$ cat config.mk
export PLATFORM = sky130hd
export DESIGN_NAME = sc_screen_select_gen
export DESIGN_NICKNAME = d
export VERILOG_FILES = /design/src/rtl/sc_screen_select_gen.sv
export SDC_FILE = /design/constraint.sdc
export NUM_CORES = 1
export LEC_CHECK = 0
export ABC_AREA = 1
export CAP_MARGIN = 30
export CORE_MARGIN = 2
export CORE_UTILIZATION = 55
export DETAILED_ROUTE_END_ITERATION = 16
export PLACE_DENSITY = 0.92
export SLEW_MARGIN = 0
export SYNTH_ARGS = -nofsm -noshare
export SYNTH_HDL_FRONTEND = slang
export SYNTH_SLANG_ARGS = --single-unit
$ cat constraint.sdc
create_clock -name SC_SCREENSEL_CLOCK_50 -period 3.61 [get_ports SC_SCREENSEL_CLOCK_50]
set_clock_uncertainty 0.05 [all_clocks]
set_input_delay 0.722 -clock SC_SCREENSEL_CLOCK_50 [delete_from_list [all_inputs] [get_ports SC_SCREENSEL_CLOCK_50]]
set_output_delay 0.722 -clock SC_SCREENSEL_CLOCK_50 [all_outputs]
set_load 0.02 [all_outputs]
$ cat src/rtl/sc_screen_select_gen.sv
// Screen-content select/data producer: blank -> flash -> random LFSR rows -> blink -> blank.
// Define SC_SCREENSEL_PAUSE_EN to add a pause input that freezes the RUN pattern.
module sc_screen_select_gen #(
  parameter int unsigned SELECTWIDTH     = 8,
  parameter int unsigned FLASH_TICKS     = 4,
  parameter int unsigned RAND_PERIOD     = 2,
  parameter int unsigned GAMEOVER_BLINKS = 6,
  parameter logic [7:0]  LFSR_SEED       = 8'h01
) (
  input  logic                   SC_SCREENSEL_CLOCK_50,
  input  logic                   SC_SCREENSEL_RESET_InHigh,
  input  logic                   SC_SCREENSEL_tick_InHigh,
  input  logic                   SC_SCREENSEL_start_InHigh,
  input  logic                   SC_SCREENSEL_crash_InHigh,
`ifdef SC_SCREENSEL_PAUSE_EN
  input  logic                   SC_SCREENSEL_pause_InHigh,
`endif
  output logic [SELECTWIDTH-1:0] SC_SCREENSEL_select_OutBUS,
  output logic [SELECTWIDTH-1:0] SC_SCREENSEL_data_OutBUS,
  output logic                   SC_SCREENSEL_newdata_OutHigh,
  output logic [1:0]             SC_SCREENSEL_state_OutBUS
);

  localparam logic [1:0] StClear    = 2'd0;
  localparam logic [1:0] StFlash    = 2'd1;
  localparam logic [1:0] StRun      = 2'd2;
  localparam logic [1:0] StGameover = 2'd3;

  localparam logic [7:0] FlashLast = 8'(FLASH_TICKS - 1);
  localparam logic [7:0] RandLast  = 8'(RAND_PERIOD - 1);
  localparam logic [7:0] BlinkLast = 8'(GAMEOVER_BLINKS - 1);
  // A zero seed would lock the LFSR in its dead state.
  localparam logic [7:0] SeedEff   = (LFSR_SEED == 8'h00) ? 8'h01 : LFSR_SEED;

  logic [1:0] r_state, w_state;
  logic [7:0] r_cnt, w_cnt;
  logic [7:0] r_lfsr, w_lfsr;
  logic [1:0] r_select, w_select;
  logic       r_newdata, w_newdata;
  logic       w_run_tick;

`ifdef SC_SCREENSEL_PAUSE_EN
  assign w_run_tick = SC_SCREENSEL_tick_InHigh & ~SC_SCREENSEL_pause_InHigh;
`else
  assign w_run_tick = SC_SCREENSEL_tick_InHigh;
`endif

  always_comb begin
    w_state   = r_state;
    w_cnt     = r_cnt;
    w_lfsr    = r_lfsr;
    w_select  = r_select;
    w_newdata = 1'b0;
    case (r_state)
      StClear: begin
        w_select = 2'd0;
        if (SC_SCREENSEL_start_InHigh) begin
          w_state  = StFlash;
          w_lfsr   = SeedEff;
          w_cnt    = 8'd0;
          w_select = 2'd1;
        end
      end
      StFlash: begin
        if (SC_SCREENSEL_crash_InHigh) begin
          w_state  = StGameover;
          w_cnt    = 8'd0;
          w_select = 2'd1;
        end else if (SC_SCREENSEL_tick_InHigh) begin
          if (r_cnt == FlashLast) begin
            w_state  = StRun;
            w_cnt    = 8'd0;
            w_select = 2'd2;
          end else begin
            w_cnt = r_cnt + 8'd1;
          end
        end
      end
      StRun: begin
        if (SC_SCREENSEL_crash_InHigh) begin
          w_state  = StGameover;
          w_cnt    = 8'd0;
          w_select = 2'd1;
        end else if (w_run_tick) begin
          if (r_cnt == RandLast) begin
            w_lfsr    = {r_lfsr[6:0], r_lfsr[7] ^ r_lfsr[5] ^ r_lfsr[4] ^ r_lfsr[3]};
            w_cnt     = 8'd0;
            w_newdata = 1'b1;
          end else begin
            w_cnt = r_cnt + 8'd1;
          end
        end
      end
      StGameover: begin
        if (SC_SCREENSEL_tick_InHigh) begin
          if (r_cnt == BlinkLast) begin
            w_state  = StClear;
            w_cnt    = 8'd0;
            w_select = 2'd0;
          end else begin
            w_cnt    = r_cnt + 8'd1;
            w_select = {1'b0, ~r_select[0]};
          end
        end
      end
      default: begin
        w_state  = StClear;
        w_cnt    = 8'd0;
        w_select = 2'd0;
      end
    endcase
  end

  always_ff @(posedge SC_SCREENSEL_CLOCK_50 or posedge SC_SCREENSEL_RESET_InHigh) begin
    if (SC_SCREENSEL_RESET_InHigh) begin
      r_state   <= StClear;
      r_cnt     <= 8'd0;
      r_lfsr    <= 8'd0;
      r_select  <= 2'd0;
      r_newdata <= 1'b0;
    end else begin
      r_state   <= w_state;
      r_cnt     <= w_cnt;
      r_lfsr    <= w_lfsr;
      r_select  <= w_select;
      r_newdata <= w_newdata;
    end
  end

  always_comb begin
    SC_SCREENSEL_select_OutBUS      = '0;
    SC_SCREENSEL_select_OutBUS[1:0] = r_select;
    SC_SCREENSEL_data_OutBUS        = '0;
    SC_SCREENSEL_data_OutBUS[7:0]   = r_lfsr;
  end

  assign SC_SCREENSEL_newdata_OutHigh = r_newdata;
  assign SC_SCREENSEL_state_OutBUS    = r_state;

endmodule

* Word level (Yosys, flattened, before mapping)
Cells that the tools add are included.
** Storage, ports and cells
- Bits in registers :: 21
- Bits of input ports :: 5
** Operators by class
- $add $sub $neg :: 1
- Eq/ne operators :: 16
- Multiplexer cells :: 33
- Bitwise operators :: 4
- Reductions and logical operators :: 6
** Operators by type and width (number)
- two-way mux 8 bit :: 13
- one-hot mux 8 bit (4 select lines) :: 1
- two-way mux 2 bit :: 10
- one-hot mux 2 bit (4 select lines) :: 2
- one-hot mux 8 bit (2 select lines) :: 1
- inequality test 2 bit (second input constant) :: 7
- inequality test 3 bit (second input constant) :: 3
- adder 8 x 1 -> 8 bit (second input constant) :: 1
- equality test 8 x 1 -> 1 bit (second input constant) :: 1
- equality test 8 x 2 -> 1 bit (second input constant) :: 1
- equality test 8 x 3 -> 1 bit (second input constant) :: 1
- AND reduction 4 bit :: 2
- two-way mux 1 bit :: 6
- AND reduction 6 bit :: 1
- AND reduction 5 bit :: 1
- equality test 2 bit (second input constant) :: 2
- bitwise XOR 1 bit :: 3
- equality test 2 x 1 -> 1 bit (second input constant) :: 1
- logical NOT 2 bit :: 1
- nonzero test 2 bit :: 1
- NOT 1 bit :: 1

* Longest topological paths before layout
Gate-level depths: netlist of the first run.
- Depth in word-level cells :: 7
- Depth in mapped cells :: 11
- Depth with buffers taken out :: 11

* Least setup slack after synthesis of the first run
No wires, ideal clock.
- Kind :: register to register
- Start :: register r_state[1], in the netlist SC_SCREENSEL_state_OutBUS[1]
- End :: register r_cnt[5]
- Setup time :: 0.127 ns
- Data arrival time :: 1.521 ns
- Required time :: 3.433 ns
- Slack :: 1.912 ns
- Stages on the path, launching flop included :: 12
- Buffers on the path :: 1
- Period minus slack after synthesis :: 1.698 ns
- Path through :: dfrtp_1 -> inv_1 -> ha_1 -> nand2_2 -> nand2_2 -> nand2_4 -> inv_2 -> nor2_4 -> buf_6 -> nand2_1 -> nand2_1 -> a21oi_1
** Between the ends
- Longest elaborated chain between the ends :: 3
- Elaborated cells between the ends (all ways) :: 10
- Classes of those cells :: 7 x eq/ne; 1 x mux; 2 x reduce/logical
** Ends and longest elaborated chain
- from (decl) :: RTL line 35 : logic [1:0] r_state, w_state;
- from (signal assigned) :: RTL line 116 : r_state <= StClear;
- from (signal assigned) :: RTL line 122 : r_state <= w_state;
- equality test 2 bit (tied with other cells) :: RTL line 54 : case (r_state)
- inequality test 3 bit (no source line) or inequality test 2 bit (tied branches)
- AND reduction 4 bit (no source line)
- to (signal assigned) :: RTL line 123 : r_cnt <= w_cnt;
- to (decl) :: RTL line 36 : logic [7:0] r_cnt, w_cnt;
Several ways; a longest one is shown, not always the timed one.
A chain may end at the register's enable or synchronous reset.

* Worst setup path in the final report of the first run
- Start :: input port SC_SCREENSEL_start_InHigh
- End :: register r_cnt[2]
** Between the ends
- Longest elaborated chain between the ends :: 2
** Ends and longest elaborated chain
- from (decl) :: RTL line 13 : input logic SC_SCREENSEL_start_InHigh,
- inequality test 2 bit (no source line)
- AND reduction 4 bit (no source line)
Every way passes these cells.

==> results.py, run 1 <==
metrics = {
    "clock_tree": {
        "cts_hold_buf": 0,
        "post_cts_resized": 0,
        "numCtsBuffers": 3,
        "clk_pin_slew_ns": 0.12,
        "clock-sinks": 21,
        "clk-insertion-delay-late_ns": 0.30,
        "clock-root-buffer": "clkbuf_4",
        "post_cts_buffers": 0,
        "clockBufferDepth": 2,
        "cts_tree": "done",
        "htreeDepth": 1,
    },
    "logic_synthesis": {
        "synthesis.area_sq_um": 1470,
        "synth.distinct_cells": 30,
        "avgSynthCellArea_sq_um": 7.36,
        "synth-seq-cells": 21,
        "ys_seq_area_frac": 0.357,
        "yosysWarnings": 0,
        "synth_cells": 200,
    },
    "placement": {
        "io_buffers": 17,
        "hpwl_mm": 2.25,
        "gp_congestion": 0.869,
    },
    "detailed_routing": {
        "wl_mm": 2.86,
        "drt.antenna.violating_nets": 0,
        "drt-initial-drc-count": 55,
        "drc": 0,
        "post_drt_wl_per_cell_um": 11.6,
        "vias": 1309,
        "vias_per_cell": 5.30,
        "drt-pass1-iter-count": 5,
    },
    "finish": {
        "area_growth_pct": 12.6,
        "diodes": 0,
        "fin_nets": 230,
        "regArea_sq_um": 526,
        "final_core_util": 0.663,
        "nFillCells": 203,
        "multiInputGateArea_sq_um": 796,
        "drive_above_1_share": 0.0968,
    },
    "timing": {
        "fin_crit_sh": 0.607,
        "setup_tns_ns": 0,
        "max_freq_mhz": 456,
        "slew_viol_final": 0,
        "rsz0062_at_grt": "no",
        "final-setup-viol-count": 0,
        "worst_pin_slew_ns": 0.767,
        "hold_viol": 0,
        "slew_headroom": 0.488,
        "period_needed_ns": 2.19,
    },
    "floorplan": {
        "initial_core_util": 0.589,
        "die_area_sq_um": 3110,
        "die_w_um": 55.7,
        "die_y_um": 55.7,
        "rows": 18,
        "ios": 24,
        "coreArea_sq_um": 2500,
    },
    "critical_path": {
        "critical_path.most_common_cell": "nand2_1",
        "critPathCaptureType": "flip-flop",
        "ff2ff_setup_slack_ns": 1.54,
        "critical_path.max_fanout": 16,
        "critPathArrivalTime_ns": 2.38,
        "cp.required_ns": 3.80,
        "crit_path_start_kind": "primary input",
        "path_cells": "clkdlybuf4s50_1 -> inv_1 -> nand2_1 -> o21ai_2 -> nor2_4 -> nand2_1 -> nand2_1 -> nand2_1 -> a21oi_1",
        "critPathMaxStageDelay_ns": 0.50,
        "worst_path_max_delay_cell": "clkdlybuf4s50_1",
        "path_class": "primary input to flip-flop",
    },
    "grt": {
        "grt_max_degree": 22,
        "grt_overflow": 0,
        "grt_pass1_vias": 1129,
        "antenna_found_initial": 0,
        "grt_usage": 0.197,
        "grt_pass1_wl_mm": 4.97,
    },
    "outcome": {
        "status": "complete, no violations",
    },
    "worst_hold_path": {
        "hp-class": "flip-flop to flip-flop",
    },
    "power_and_ir_drop": {
        "leakage_nw": 0.853,
        "power_density_nw_per_um2": 628,
        "ir_drop_mv": 0.525,
    },
    "flow_run": {
        "drv_cap": 0,
    },
}
## sequential cells by signal, indices dropped and copies added, names as in the netlist
name and count:
SC_SCREENSEL_state_OutBUS 2, r_select 2, SC_SCREENSEL_data_OutBUS 8, r_cnt 8, SC_SCREENSEL_newdata_OutHigh 1
## placed cells by master, fill, tap and decap left out
cell / netlist / routed
xnor2_1: 1 / 1
a211oi_1: 1 / 1
ha_1: 7 / 7
clkbuf_4: 0 / 3
nor2_4: 1 / 1
o21bai_1: 1 / 1
nand2_4: 3 / 3
a21oi_1: 6 / 6
o21ai_1: 3 / 3
nor2_1: 12 / 12
nand4_1: 4 / 4
clkinv_2: 0 / 1
nand3_2: 1 / 1
o21ai_0: 4 / 4
inv_2: 2 / 2
nand4_2: 2 / 2
o21ai_2: 3 / 3
nand2_1: 64 / 64
inv_1: 25 / 25
nor2_2: 1 / 1
nand3_1: 13 / 13
nand2_2: 2 / 2
o21bai_2: 1 / 1
clkdlybuf4s50_1: 0 / 17
xor2_1: 1 / 1
nand3b_1: 7 / 7
a21oi_2: 1 / 1
dfrtp_1: 21 / 21
conb_1: 1 / 6
nor3_1: 3 / 3
## metrics by stage
| stage | area (sq um) | power (mW) | std cells | hold slack, ns | setup slack [ns] |
|---|---|---|---|---|---|
| finish | 1660 | 1.04 | 247 | 0.447 | 1.42 |
| global route | 1660 | 1.13 | 247 | 0.497 | 1.24 |
| CTS | 1660 | 1.04 | 247 | 0.454 | 1.42 |
| detailed placement | 1630 | 0.925 | 243 | 0.425 | 1.11 |
| global placement | 1630 | 0.905 | 243 | 0.416 | 1.17 |
| floorplan | 1490 | 0.777 | 205 | 0.481 | 1.91 |
## cells in the mapped netlist (all sizes together)
| cell | count | area share |
|---|---|---|
| a211oi | 1 | 0.0051 |
| a21oi | 7 | 0.026 |
| buf | 9 | 0.047 |
| conb | 1 | 0.0025 |
| dfrtp | 21 | 0.36 |
| ha | 7 | 0.059 |
| inv | 27 | 0.069 |
| nand2 | 69 | 0.19 |
| nand3 | 14 | 0.051 |
| nand3b | 7 | 0.036 |
| nand4 | 6 | 0.034 |
| nor2 | 14 | 0.042 |
| nor3 | 3 | 0.010 |
| o21ai | 10 | 0.042 |
| o21bai | 2 | 0.013 |
| xnor2 | 1 | 0.0059 |
| xor2 | 1 | 0.0059 |
## routing by layer
layer,vias up,wire (um),track usage,part of all wire
met1,605,1410,0.283,0.49
met5,-,0,0,0
met4,0,46,0.0732,0.016
li1,658,-,-,-
met3,5,125,0.0233,0.044
met2,41,1280,0.303,0.45
## final cells by class
class                      count  area share
clock buffer                   3      0.0136
clock inverter                 1     0.00302
inverter                      27      0.0611
multi-input combinational    148       0.480
sequential                    21       0.317
tap                           30      0.0226
timing repair buffer          17       0.103
## critical path, delay by kind of cell
family | cells | cell delay (ns)
buffers and inverters | 2 | 0.56
AND/OR/NAND/NOR | 5 | 0.84
AO/OA/AOI/OAI | 2 | 0.24
## report_power, final
group | switching (mW) | leakage [nW] | internal, mW | total (mW)
logic | 0.391 | 0.552 | 0.212 | 0.602
clock network | 0.0728 | 0.0177 | 0.0413 | 0.114
registers | 0.0432 | 0.284 | 0.281 | 0.324
## cells by family (layout without fill, tap and decap cells)
| family | Yosys count | in the layout | synth area share |
|---|---|---|---|
| fa+ha+maj | 7 | 7 | 0.0595 |
| flops | 21 | 21 | 0.357 |
| buf+inv | 36 | 48 | 0.116 |
| xor+xnor | 2 | 2 | 0.0119 |
| compound gates | 20 | 20 | 0.0858 |
| other cells | 1 | 6 | 0.00255 |
| simple gates | 113 | 113 | 0.368 |
## final timing paths
kind	start	cells past startpoint	endpoint
setup reg to reg	SC_SCREENSEL_state_OutBUS[0]	9	r_cnt[2]
min in group asynchronous	SC_SCREENSEL_RESET_InHigh	2	SC_SCREENSEL_data_OutBUS[7]
setup / recovery	SC_SCREENSEL_start_InHigh	9	r_cnt[2]
hold / removal	r_select[1]	2	r_select[1]
hold reg to reg	r_select[1]	2	r_select[1]
max in group asynchronous	SC_SCREENSEL_RESET_InHigh	2	SC_SCREENSEL_state_OutBUS[1]
Power figures use the tool's default switching activity.
==> inputs of run 2 (changes only) <==
CORE_UTILIZATION = 48   (was 55)
PLACE_DENSITY = 0.86   (was 0.92)
clock period = 1.99 ns   (was 3.61 ns; I/O delays follow)
==> run 2 against run 1 <==
Net effect: via count rose by 1.6%; critical path depth fell by 8; worst hold slack got worse by 0.11 ns; routed wire length is 3.0% higher; sequential share of layout area shrank 1.1 points; first-iteration DRC count is 45% higher; die area rose by 14%; clock-buffer cell count unchanged; critical path type is now flip-flop to output port; critical endpoint is now SC_SCREENSEL_state_OutBUS[1]; largest cell class unchanged; largest power group unchanged.
==> results.py, run 2 (same netlist as run 1, synthesis figures left out) <==
metrics = {
    "placement": {
        "place_area_sq_um": 1660,
        "io_buffers": 17,
        "gp_congestion": 0.818,
        "hpwl_mm": 2.24,
        "dp.cells": 249,
    },
    "detailed_routing": {
        "drt-pass1-iter-count": 4,
        "drc": 0,
        "drt-initial-drc-count": 80,
        "vias": 1330,
        "drt.antenna.violating_nets": 0,
        "vias_per_cell": 5.20,
        "wl_mm": 2.95,
        "post_drt_wl_per_cell_um": 11.5,
    },
    "critical_path": {
        "path_buf_inv": 1,
        "critical_path.max_fanout": 6,
        "crit_path_start_kind": "flip-flop",
        "cp.required_ns": 1.54,
        "critPathMaxStageDelay_ns": 0.63,
        "path_class": "flip-flop to output port",
        "critPathArrivalTime_ns": 1.41,
        "critPathTopFamily": "buffers and inverters",
        "ff2ff_setup_slack_ns": 0.16,
        "critPathCaptureType": "output port",
        "path_cells": "clkdlybuf4s50_1",
        "worst_path_max_delay_cell": "clkdlybuf4s50_1",
    },
    "floorplan": {
        "die_w_um": 59.4,
        "die_y_um": 59.4,
        "die_area_sq_um": 3530,
        "rows": 20,
        "coreArea_sq_um": 2980,
        "initial_core_util": 0.495,
        "ios": 24,
    },
    "timing": {
        "fin_crit_sh": 0.934,
        "period_needed_ns": 1.86,
        "setup_tns_ns": 0,
        "final-setup-viol-count": 0,
        "slew_viol_final": 0,
        "max_freq_mhz": 538,
        "hold_viol": 0,
        "rsz0062_at_grt": "no",
    },
    "finish": {
        "final_common_cell": "nand2_1",
        "diodes": 0,
        "multiInputGateArea_sq_um": 808,
        "area_growth_pct": 16.8,
        "stdcell_count": 256,
        "layout_common_cells": "nand2_1, inv_1, dfrtp_1",
        "fin_nets": 236,
        "nFillCells": 266,
        "drive_above_1_share": 0.130,
        "final_area_sq_um": 1720,
        "regArea_sq_um": 527,
        "final_core_util": 0.578,
    },
    "clock_tree": {
        "htreeDepth": 1,
        "clockBufferDepth": 2,
        "clock-root-buffer": "clkbuf_4",
        "numCtsBuffers": 3,
        "cts_tree": "done",
        "cts_hold_buf": 0,
        "clock-sinks": 21,
        "clk_pin_slew_ns": 0.12,
        "clk-insertion-delay-late_ns": 0.32,
    },
    "grt": {
        "grt_max_degree": 22,
        "grt_overflow": 0,
        "grt_pass1_vias": 1138,
        "grt_usage": 0.177,
        "antenna_found_initial": 0,
        "grt_pass1_wl_mm": 4.84,
    },
    "power_and_ir_drop": {
        "leakage_nw": 0.880,
        "ir_drop_mv": 0.587,
        "power_density_nw_per_um2": 1160,
    },
    "worst_hold_path": {
        "hp-class": "primary input to asynchronous set/reset pin",
    },
    "outcome": {
        "status": "complete, no violations",
    },
    "flow_run": {
        "drv_cap": 0,
    },
}
[run 2: layout make-up]
cell class,count,share of cell area
Clock buffer,3,0.0131
Clock inverter,1,0.00291
Inverter,27,0.0589
Multi-Input combinational cell,148,0.470
Sequential cell,21,0.306
Tap cell,33,0.0240
Timing Repair Buffer,23,0.125
[run 2: routing by layer]
| layer | GRT usage | vias to the layer above | share of wire |
|---|---|---|---|
| li1 | - | 671 | - |
| met1 | 0.249 | 615 | 0.47 |
| met2 | 0.281 | 39 | 0.47 |
| met3 | 0.0131 | 5 | 0.039 |
| met4 | 0.0682 | 0 | 0.020 |
| met5 | 0 | - | 0 |
[run 2: final timing paths]
kind / start / end / depth (start not counted)
max: SC_SCREENSEL_state_OutBUS[1] / SC_SCREENSEL_state_OutBUS[1] / 1
min: SC_SCREENSEL_RESET_InHigh / SC_SCREENSEL_data_OutBUS[2] / 3
max reg2reg: SC_SCREENSEL_state_OutBUS[1] / r_cnt[6] / 11
min reg2reg: r_select[1] / r_select[1] / 2
max in group asynchronous: SC_SCREENSEL_RESET_InHigh / SC_SCREENSEL_state_OutBUS[1] / 3
min in group SC_SCREENSEL_CLOCK_50: r_select[1] / r_select[1] / 2
[run 2: through the flow]
step	setup slack [ns]	total power, mW	hold slack, ns
6_report	0.131	2.00	0.336
5_1_grt	0.0179	2.16	0.404
4_1_cts	0.0940	1.93	0.357
3_5_place_dp	-0.0167	1.71	0.426
3_3_place_gp	0.0581	1.68	0.437
2_1_floorplan	0.292	1.41	0.325
[run 2: repair_timing]
item | in CTS | in global routing
resized for setup | 0 | 3
setup buffers | 0 | 3
endpoints found under the setup margin | 0 | 14
[run 2: where the power goes]
group / internal [mW] / switching (mW) / total [mW]
logic: 0.455 / 0.735 / 1.19
registers: 0.512 / 0.0837 / 0.596
clock network: 0.0754 / 0.138 / 0.213
total: 1.04 / 0.956 / 2.00
